[config.mk]
export PLATFORM = sky130hd
export DESIGN_NAME = regfile_reader
export DESIGN_NICKNAME = d
export VERILOG_FILES = /design/src/rtl/regfile_reader.sv
export SDC_FILE = /design/constraint.sdc
export NUM_CORES = 1
export LEC_CHECK = 0
export CORE_UTILIZATION = 46
export CTS_CLUSTER_DIAMETER = 50
export DETAILED_ROUTE_END_ITERATION = 16
export PLACE_DENSITY = 0.87
export SKIP_LAST_GASP = 1
export SLEW_MARGIN = 10
export SYNTH_ARGS = -nofsm -noshare
export SYNTH_HDL_FRONTEND = slang
export SYNTH_SLANG_ARGS = --single-unit
[constraint.sdc]
create_clock -name clk -period 5.1 [get_ports clk]
set_clock_uncertainty 0.2 [all_clocks]
set_input_delay 1.02 -clock clk [delete_from_list [all_inputs] [get_ports clk]]
set_output_delay 1.02 -clock clk [all_outputs]
set_load 0.02 [all_outputs]
[src/rtl/regfile_reader.sv]
// regfile_reader: walks a wrap-around range of reg_file addresses and
// streams each word, tagged with its address, over a valid/ready port.
module regfile_reader #(
    parameter int NUM_REGS = 16,
    parameter int SIZE     = 32,
    parameter int ADDR_W   = $clog2(NUM_REGS),
    parameter int CNT_W    = $clog2(NUM_REGS + 1)
) (
    input  logic              clk,
    input  logic              rst,
    input  logic              start,
    input  logic [ADDR_W-1:0] first_addr,
    input  logic [CNT_W-1:0]  count,
    output logic              busy,
    output logic              done,
    output logic [ADDR_W-1:0] rd_addr,
    input  logic [SIZE-1:0]   rd_data,
    output logic [SIZE-1:0]   out_data,
    output logic [ADDR_W-1:0] out_addr,
    output logic              out_valid,
    input  logic              out_ready
);

    typedef enum logic {
        IDLE = 1'b0,
        RUN  = 1'b1
    } state_t;

    localparam logic [CNT_W-1:0]  MAX_CNT   = CNT_W'(NUM_REGS);
    localparam logic [ADDR_W-1:0] LAST_ADDR = ADDR_W'(NUM_REGS - 1);

    state_t state_q, state_d;

    logic [ADDR_W-1:0] rd_addr_q, rd_addr_d;
    logic [CNT_W-1:0]  remaining_q, remaining_d;
    logic [SIZE-1:0]   out_data_q, out_data_d;
    logic [ADDR_W-1:0] out_addr_q, out_addr_d;
    logic              out_valid_q, out_valid_d;
    logic              busy_q, busy_d;
    logic              done_q, done_d;
    logic              load;

    // The output slot can take a new word when empty or being drained.
    assign load = !out_valid_q || out_ready;

    always_ff @(posedge clk or posedge rst) begin
        if (rst) begin
            state_q <= IDLE;
        end else begin
            state_q <= state_d;
        end
    end

    always_comb begin
        state_d = state_q;
        unique case (state_q)
            IDLE: if (start) state_d = RUN;
            RUN:  if (load && remaining_q == '0) state_d = IDLE;
            default: state_d = IDLE;
        endcase
    end

    always_comb begin
        rd_addr_d   = rd_addr_q;
        remaining_d = remaining_q;
        out_data_d  = out_data_q;
        out_addr_d  = out_addr_q;
        out_valid_d = out_valid_q;
        busy_d      = busy_q;
        done_d      = 1'b0;
        unique case (state_q)
            IDLE: begin
                if (start) begin
                    rd_addr_d   = first_addr;
                    // Saturate so no register is read twice in one run.
                    remaining_d = (count > MAX_CNT) ? MAX_CNT : count;
                    busy_d      = 1'b1;
                end
            end
            RUN: begin
                if (load) begin
                    if (remaining_q != '0) begin
                        out_data_d  = rd_data;
                        out_addr_d  = rd_addr_q;
                        out_valid_d = 1'b1;
                        rd_addr_d   = (rd_addr_q == LAST_ADDR) ? '0
                                    : rd_addr_q + 1'b1;
                        remaining_d = remaining_q - 1'b1;
                    end else begin
                        out_valid_d = 1'b0;
                        done_d      = 1'b1;
                        busy_d      = 1'b0;
                    end
                end
            end
            default: ;
        endcase
    end

    always_ff @(posedge clk or posedge rst) begin
        if (rst) begin
            rd_addr_q   <= '0;
            remaining_q <= '0;
            out_data_q  <= '0;
            out_addr_q  <= '0;
            out_valid_q <= 1'b0;
            busy_q      <= 1'b0;
            done_q      <= 1'b0;
        end else begin
            rd_addr_q   <= rd_addr_d;
            remaining_q <= remaining_d;
            out_data_q  <= out_data_d;
            out_addr_q  <= out_addr_d;
            out_valid_q <= out_valid_d;
            busy_q      <= busy_d;
            done_q      <= done_d;
        end
    end

    assign busy      = busy_q;
    assign done      = done_q;
    assign rd_addr   = rd_addr_q;
    assign out_data  = out_data_q;
    assign out_addr  = out_addr_q;
    assign out_valid = out_valid_q;

endmodule
==> impl_metrics.ini <==
[logic_synthesis]
async_flop_share = 1.00
synth_edf_count = 0
synth_top_area_share = 0.581
syn_avg_cell_area_um2 = 12.9
yosysMostFrequentCell = dfrtp_1
yosysWarnings = 0
synth_simple_gate_area_frac = 0.0907
synth_top_family_by_area = multiplexers
yosys_most_used_dff = dfrtp_1
synthXorXnorAreaFrac = 0.00830
yosys-top-cells-area = dfrtp_1 58%, mux2_2 18%, nor2_1 2.1%
synth_top_area_cell = dfrtp_1
synth_nets = 210
netlist_area_um2 = 2110
syn_inst = 163
synth.mux.area_fraction = 0.201
synth_compound_gate_area_share = 0.0676
seq_area_frac_synth = 0.581
ys_top_cells_by_count = 49 x dfrtp_1, 33 x mux2_2, 12 x nor2_1
synthAdderAreaFrac = 0.0119
synthDistinctLibCells = 31
ys_seq_elements = 49

[cells_and_area]
fin_nets = 296
diodes = 0
final_cells = 301
final_util = 0.701
drive_gt1_frac = 0.177
syn_to_final_growth_pct = 45.7

[timing]
slew_violations = 0
grt_setup_unrepaired = false
tns_ps = 0
whs_ps = 295
post-route-min-period_ps = 3120
setup_viol = 0
timing.slew.headroom = 0.336
fin_crit_sh = 0.612
fmax_mhz = 320
hold_viol_final = 0
tightest_slew_ps = 995

[setup_path]
end_kind = flip-flop
worst_path_max_delay_cell = nand3_2
critPathLaunchType = input port
cp_slowest_stage_delay_ps = 740
crit_fanout = 39
critical_path_class = in2reg
worstPathRequired_ps = 5080
path_cells = clkdlybuf4s50_1, nand2b_1, nand3_2, mux2_1
worstPathArrival_ps = 3100

[routing]
viasPerCell = 5.25
dr.pass1.iters = 4
final_antenna_net_count = 0
routed_wl_um = 4240
wl_per_cell_um = 14.1
drt_iter0_markers = 70
num_vias = 1580
drc = 0

[global_route]
grt_max_degree = 50
grt_remaining_overflow = 0
track_usage = 0.183
antenna_found_initial = 0
grt_pass1_vias = 1588
grt_pass1_wl_um = 7110

[clock_network]
cts_sinks = 49
hold_buffers = 0
cts_max_level = 2
clk_pin_slew_ps = 80
cts_buffer_depth = 2
insertion_delay_ps = 290
numCtsBuffers = 5
post_cts_buffers = 0
cts_tree = yes
cts.repair.resized = 0
cts_root_buf = clkbuf_8

[place]
gp_congestion = 0.843
io_buffers = 87
place_inst = 294
dp_hpwl_um = 2990

[power]
ir_worst_vdd_uv = 324
leakage_nw = 1.26
powerDensity_nw_per_um2 = 601

[die]
io_pins = 88
dieArea_um2 = 4860
placementRows = 24
start_util = 0.481
dieWidth_um = 69.7
die_h_um = 69.7
fp.coreArea_um2 = 4380

[hold_path]
worstHoldPathType = reg2reg

[flow_run]
cap_violations = 0

[run_status]
outcome = complete, no violations
==> placed cells by master, fill, tap and decap left out, types with 5 or more instances in the layout <==
master,n
a21oi_1,7
clkbuf_8,6
clkdlybuf4s50_1,87
dfrtp_1,49
inv_1,5
mux2_2,33
nand2_1,5
nor2_1,12
==> critical path, delay by kind of cell <==
kind / cells / cell delay, ps
buffers and inverters: 1 / 440
muxes: 1 / 600
and+or+nand+nor: 2 / 1010
==> layout make-up <==
class                   count  area [um^2]
inverters                   6         22.5
fillers                   346         1310
clock inverters             1         7.51
multi-input cells         100          801
flip-flops and latches     49         1230
repair buffers             87          871
clock buffers               6         82.6
well taps                  52         65.1
==> flip-flops by register name (all words and copies together) (netlist names) <==
| name | cells |
|---|---|
| busy | 1 |
| out_valid | 1 |
| remaining_q | 5 |
| state_q | 1 |
| out_addr | 4 |
| out_data | 32 |
| rd_addr | 4 |
| done | 1 |
==> report_power, final <==
part	total, mW	switching (mW)	leakage (nW)	internal, mW
logic	0.931	0.427	0.646	0.504
clock network	0.227	0.119	0.0433	0.107
registers	0.692	0.127	0.572	0.565
==> routing by layer <==
layer / up-vias / track usage / wire length [um]
li1: 745 / - / -
met2: 55 / 0.319 / 2160
met1: 776 / 0.223 / 1760
met5: - / 0 / 0
met4: 0 / 0.0467 / 28
met3: 4 / 0.0509 / 286
==> stage by stage <==
step	setup WS [ps]	power [mW]	instance area, um^2
2_1_floorplan	2710	1.24	2110
3_3_place_gp	1690	1.61	2990
3_5_place_dp	1630	1.64	2990
4_1_cts	1940	1.87	3080
5_1_grt	1790	1.97	3080
6_report	1980	1.85	3080
==> path summary, 6_finish.rpt <==
| path | start | end | slack (ps) | cells after the start |
|---|---|---|---|---|
| max | out_ready | out_data[2] | 1980 | 4 |
| min in group asynchronous | rst | out_data[29] | 1080 | 2 |
| max in group asynchronous | rst | out_data[28] | 3010 | 2 |
| min reg2reg | out_data[2] | out_data[2] | 300 | 1 |
| min | out_data[2] | out_data[2] | 300 | 1 |
| max reg2reg | state_q | out_data[2] | 2460 | 2 |
==> logic make-up (layout without fill, tap and decap cells) <==
kind of cell	Yosys count	count (layout)
buffers and inverters	14	100
flip-flops	49	49
XOR/XNOR	2	2
adder cells (fa/ha/maj)	2	2
multiplexers	38	38
AO/OA/AOI/OAI	22	22
AND/OR/NAND/NOR	36	36
Power figures use the tool's default switching activity.
